$ cat src/rtl/stage_sequencer.sv
// Multi-cycle instruction stage sequencer: walks FETCH..WB per instruction, gates
// per-stage enables, counts retired instructions and traps memory timeouts into HALT.
//
// state  | meaning
// IDLE   | waiting for I_run
// FETCH  | instruction fetch, waits on I_mem_ready
// DECODE | decode, latches instruction class
// REGRD  | register-file read
// EXEC   | ALU operation
// MEM    | data access for LOAD/STORE, waits on I_mem_ready
// WB     | writeback and PC update, retires the instruction
// HALT   | halted (halt request or memory timeout), exits only via reset
module stage_sequencer (
  input  logic        clk,
  input  logic        I_reset,
  input  logic        I_run,
  input  logic        I_mem_ready,
  input  logic [1:0]  I_opclass,
  input  logic        I_stall,
  input  logic        I_halt,
  output logic        O_enpc,
  output logic        O_enmem,
  output logic        O_endec,
  output logic        O_enrg,
  output logic        O_enalu,
  output logic        O_enwb,
  output logic [2:0]  O_state,
  output logic [15:0] O_instret,
  output logic        O_halted,
  output logic        O_err
);

  typedef enum logic [2:0] {
    S_IDLE   = 3'd0,
    S_FETCH  = 3'd1,
    S_DECODE = 3'd2,
    S_REGRD  = 3'd3,
    S_EXEC   = 3'd4,
    S_MEM    = 3'd5,
    S_WB     = 3'd6,
    S_HALT   = 3'd7
  } state_t;

  localparam logic [1:0] CLS_ALU   = 2'b00;
  localparam logic [1:0] CLS_LOAD  = 2'b01;
  localparam logic [1:0] CLS_STORE = 2'b10;

  state_t      state_q, state_d;
  logic [3:0]  wait_q, wait_d;
  logic [1:0]  class_q, class_d;
  logic [15:0] instret_q, instret_d;
  logic        err_q, err_d;
  logic        stalled;

  always_comb begin
    state_d   = state_q;
    wait_d    = wait_q;
    class_d   = class_q;
    instret_d = instret_q;
    err_d     = err_q;
    O_enpc    = 1'b0;
    O_enmem   = 1'b0;
    O_endec   = 1'b0;
    O_enrg    = 1'b0;
    O_enalu   = 1'b0;
    O_enwb    = 1'b0;
    stalled   = I_stall && (state_q inside {S_DECODE, S_REGRD, S_EXEC, S_WB});

    if (!stalled) begin
      case (state_q)
        S_IDLE: if (I_run) state_d = S_FETCH;
        S_FETCH, S_MEM: begin
          O_enmem = 1'b1;
          // A ready on the 16th not-ready slot still wins over the timeout
          if (I_mem_ready) begin
            state_d = (state_q == S_FETCH) ? S_DECODE : S_WB;
          end else if (wait_q == 4'hF) begin
            state_d = S_HALT;
            err_d   = 1'b1;
          end else begin
            wait_d = wait_q + 4'd1;
          end
        end
        S_DECODE: begin
          O_endec = 1'b1;
          class_d = I_opclass;
          state_d = S_REGRD;
        end
        S_REGRD: begin
          O_enrg  = 1'b1;
          state_d = S_EXEC;
        end
        S_EXEC: begin
          O_enalu = 1'b1;
          state_d = (class_q == CLS_LOAD || class_q == CLS_STORE) ? S_MEM : S_WB;
        end
        S_WB: begin
          O_enpc    = 1'b1;
          O_enwb    = (class_q == CLS_ALU || class_q == CLS_LOAD);
          instret_d = instret_q + 16'd1;
          if (I_halt)     state_d = S_HALT;
          else if (I_run) state_d = S_FETCH;
          else            state_d = S_IDLE;
        end
        S_HALT:  state_d = S_HALT;
        default: state_d = S_IDLE;
      endcase
    end

    // Any state change starts the next memory wait from zero
    if (state_d != state_q) wait_d = 4'd0;
  end

  always_ff @(posedge clk) begin
    if (I_reset) begin
      state_q   <= S_IDLE;
      wait_q    <= 4'd0;
      class_q   <= 2'b00;
      instret_q <= 16'd0;
      err_q     <= 1'b0;
    end else begin
      state_q   <= state_d;
      wait_q    <= wait_d;
      class_q   <= class_d;
      instret_q <= instret_d;
      err_q     <= err_d;
    end
  end

  assign O_state   = state_q;
  assign O_instret = instret_q;
  assign O_halted  = (state_q == S_HALT);
  assign O_err     = err_q;

endmodule

$ cat config.mk
export PLATFORM = sky130hd
export DESIGN_NAME = stage_sequencer
export DESIGN_NICKNAME = d
export VERILOG_FILES = /design/src/rtl/stage_sequencer.sv
export SDC_FILE = /design/constraint.sdc
export NUM_CORES = 1
export LEC_CHECK = 0
export BUFFER_PORTS_ARGS = -buffer_cell sky130_fd_sc_hd__buf_2
export CORE_MARGIN = 3
export CORE_UTILIZATION = 52
export CTS_CLUSTER_SIZE = 24
export DETAILED_ROUTE_END_ITERATION = 8
export PLACE_DENSITY = 0.77
export SLEW_MARGIN = 20
export SYNTH_ARGS = -nofsm -noshare
export SYNTH_HDL_FRONTEND = slang
export SYNTH_SLANG_ARGS = --single-unit
$ cat constraint.sdc
create_clock -name clk -period 2.19 [get_ports clk]
set_input_delay 0.219 -clock clk [delete_from_list [all_inputs] [get_ports clk]]
set_output_delay 0.219 -clock clk [all_outputs]
set_load 0.05 [all_outputs]
==> results by group <==
Synth
  – Post-synthesis cell type count: 39
  – Synthesized cell area: approximately 1400 um^2
  – Mapped Nets: 178
  – Mapped Cells: about 170
  – Sequential share of the synthesized area: 0.3636
  – Post-synth top area share: 0.3636
  – Synthesized area per cell: 8.623 um^2
  – Post-synth top flop: dfxtp_1
  – #FFs+latches synth: 26
  – Top cells by area, synth: dfxtp_1 36%, xor2_1 6.1%, nor2_1 4.5%, a21oi_1 4.2%, ha_1 3.5%
  – Yosys warning count: 0
  – Ys async rst share: 0
  – EDFF count, synth: 0
  – Yosys top cell by area: dfxtp_1

Power and ir drop
  – Maximum vdd drop: 0.0007659 V
  – Pleak: a little under 0.0007 uW
  – Clock power share: 0.321
  – Sw Share: 0.2838
  – Internal: 734.9 uW
  – Pwr/cell area: between 600 and 700 nW/um^2
  – Sw Pwr: ~290 uW
  – Register share of total power: 0.495
  – Combinational share of power: 0.184
  – Total power: approximately 1000 uW

Route
  – Wire length on met1: about 1.5 mm
  – Vias/cell: 5.850
  – First DRT Iteration DRCs: 70
  – Final ANT Viol Nets: 0
  – Drt first pass iters: 4
  – DRC violations left: 0
  – Routed met2 length: around 1.4 mm
  – DR WL met3: between 150 and 200 um
  – Post-DR wirelength/cell: ~13 um
  – WL final: slightly above 3 mm
  – Vias after detailed routing: 1322
  – Top sig layer: met4

Placement
  – RePlAce Congestion: roughly 0.8
  – DP HPWL: ~2.2 mm
  – Post-DP Area: between 1500 and 2000 um^2
  – Placed insts: 222
  – I/O Buffers: 34

Timing
  – Final Cycle Share: 0.8873
  – Final hold violations: 0
  – Final Slew Violations: 0
  – F_max: approximately 0.51 GHz
  – Min Hold Slack: between 0.1 and 0.15 ns
  – Final setup violation count: 0
  – Final worst path period need: 1.943 ns
  – Unrepaired setup endpoints after global routing: false
  – Worst-margin pin slew: 0.5360 ns
  – Worst slew margin: 0.6405
  – Worst Skew: around 0.0056 ns

Finish
  – Non-filler cells in the finished layout: approximately 230
  – Ratio of cells with drive above 1 in the final layout: 0.2449
  – Register area: approximately 520 um^2
  – Area of the multi-input gates: about 850 um^2
  – Fillcell total: ~230
  – Layout area overhead: 17.22%
  – Antenna Cells: 0
  – Fin area: ~1700 um^2
  – NumNets Final: ~210

Clock tree
  – Post-CTS setup repair buffer count: 0
  – Post-cts resize count: 0
  – CTS max path bufs: 2
  – H-tree lvl count: 1
  – Clock sink count: 26
  – CTS tree: yes
  – Num CTS Buffers: 3
  – Clk pin slew, worst setup/hold paths: roughly 0.14 ns
  – CTS Hold Bufs: 0
  – Clock Latency Late Sink: roughly 0.32 ns
  – Root buffer cell: clkbuf_4

Status
  – Status: finished, final reports clean

Global routing
  – Grt ovf: 0
  – Initial antenna violation count: 0
  – Total track usage: 0.1855
  – First-pass GRT wire length: about 5.1 mm
  – Vias in the first global route: 1154
  – Largest net degree at the start of global routing: 24

Critical path
  – Crit start category: flip-flop
  – Maximum fanout along the worst path: 20
  – Reg-to-Reg Start: O_state[1]
  – CP Launch Point: O_state[1]
  – Worst Path Required: between 1.5 and 2 ns
  – Crit path capture type: output port
  – Critical path's slowest cell: dfxtp_2
  – Cell breakdown of the critical path: and4bb_4 > o21a_1 > buf_2
  – CP peak stage delay: 0.53 ns
  – Kind of critical path: flip-flop to output port
  – WP data arrival: around 1.7 ns

Min path
  – Class of the worst hold path: primary input to flip-flop
  – Worst Hold Launch: I_opclass[1]

Floorplanning
  – Row count: 18
  – Die X-Extent: slightly below 60 um
  – Die area: approximately 3400 um^2
  – Core area: ~2500 um^2
  – DIE HEIGHT: around 60 um
  – I/O pin total: 35
  – Initial Util: 0.5624

Flow run
  – Max Cap Viol: 0
## final timing paths
check	to	slack, ns	cells after the start
worst max-delay path	O_enwb	0.25	3
worst min register to register	O_err	0.47	2
worst min-delay path	class_q[1]	0.11	3
worst max register to register	O_instret[13]	0.36	4
## cells in the mapped netlist (2+ instances only)
cell type,instances
nand3_4,2
buf_2,5
dfxtp_1,26
and3_1,6
a21oi_1,12
nor2_1,17
inv_1,9
mux2i_1,2
nand3_1,4
o31ai_1,6
nand2_1,6
and4_1,2
nand2b_1,2
clkbuf_1,4
o21ai_0,7
nor3b_1,2
nor4b_1,2
xor2_1,10
nand4_1,7
nor4_1,4
or4_1,5
ha_1,4
or3_1,3
a211oi_1,4
## power groups by stage
stage,logic (uW),clock network (uW),registers (uW)
after floorplan,135,0,528
after global placement,184,0,516
final,189,329,508
after global routing,205,350,512
after detailed placement,187,0,518
after CTS,188,336,507
## registers in the layout, indices dropped and copies added, names as in the netlist
register / flops
O_err: 1
class_q: 2
O_instret: 16
O_state: 3
wait_q: 4
## routing by layer
| layer | vias up | global-route usage |
|---|---|---|
| met5 | - | 0 |
| li1 | 666 | - |
| met3 | 2 | 0.04825 |
| met4 | 0 | 0.03311 |
| met2 | 40 | 0.2903 |
| met1 | 614 | 0.2599 |
## placed cells by master, fill, tap and decap left out, types with 5 or more instances in the layout
cell type / n
nand2_1: 6
a21oi_1: 12
xor2_1: 10
nor2_1: 17
or4_1: 5
dfxtp_1: 25
and3_1: 6
nand4_1: 7
o31ai_1: 6
o21ai_0: 7
inv_1: 9
buf_2: 34
## critical path, delay by kind of cell (launching register included)
family                 cells  cell delay (ns)
buffers and inverters      1             0.26
and+or+nand+nor            1             0.44
AOI/OAI and AO/OA          1             0.17
DFF                        1             0.53
## through the flow
stage                     setup TNS (ns)  utilization  setup slack [ns]
final                                  0       0.6593            0.2468
after global routing                   0       0.6593            0.1608
after CTS                              0       0.6593            0.2538
after detailed placement               0       0.6386            0.3969
after global placement                 0       0.6386            0.4760
after floorplan                  -0.3971            -          -0.09928
## logic make-up after synthesis
logic type	count (synthesis)	share of synthesized area
AO/OA/AOI/OAI	35	0.1530
XOR/XNOR	11	0.06731
adder cells (fa/ha/maj)	4	0.03497
buffers and inverters	19	0.05943
flip-flops	26	0.3636
multiplexers	2	0.01399
AND/OR/NAND/NOR	69	0.3077
## layout make-up
type / instances / area share
inverters: 9 / 0.02013
multi-input cells: 121 / 0.5048
clock inverters: 1 / 0.01790
clock buffers: 3 / 0.01342
well taps: 30 / 0.02237
flip-flops and latches: 26 / 0.3110
repair buffers: 36 / 0.1104
(Power assumes the default switching activity.)
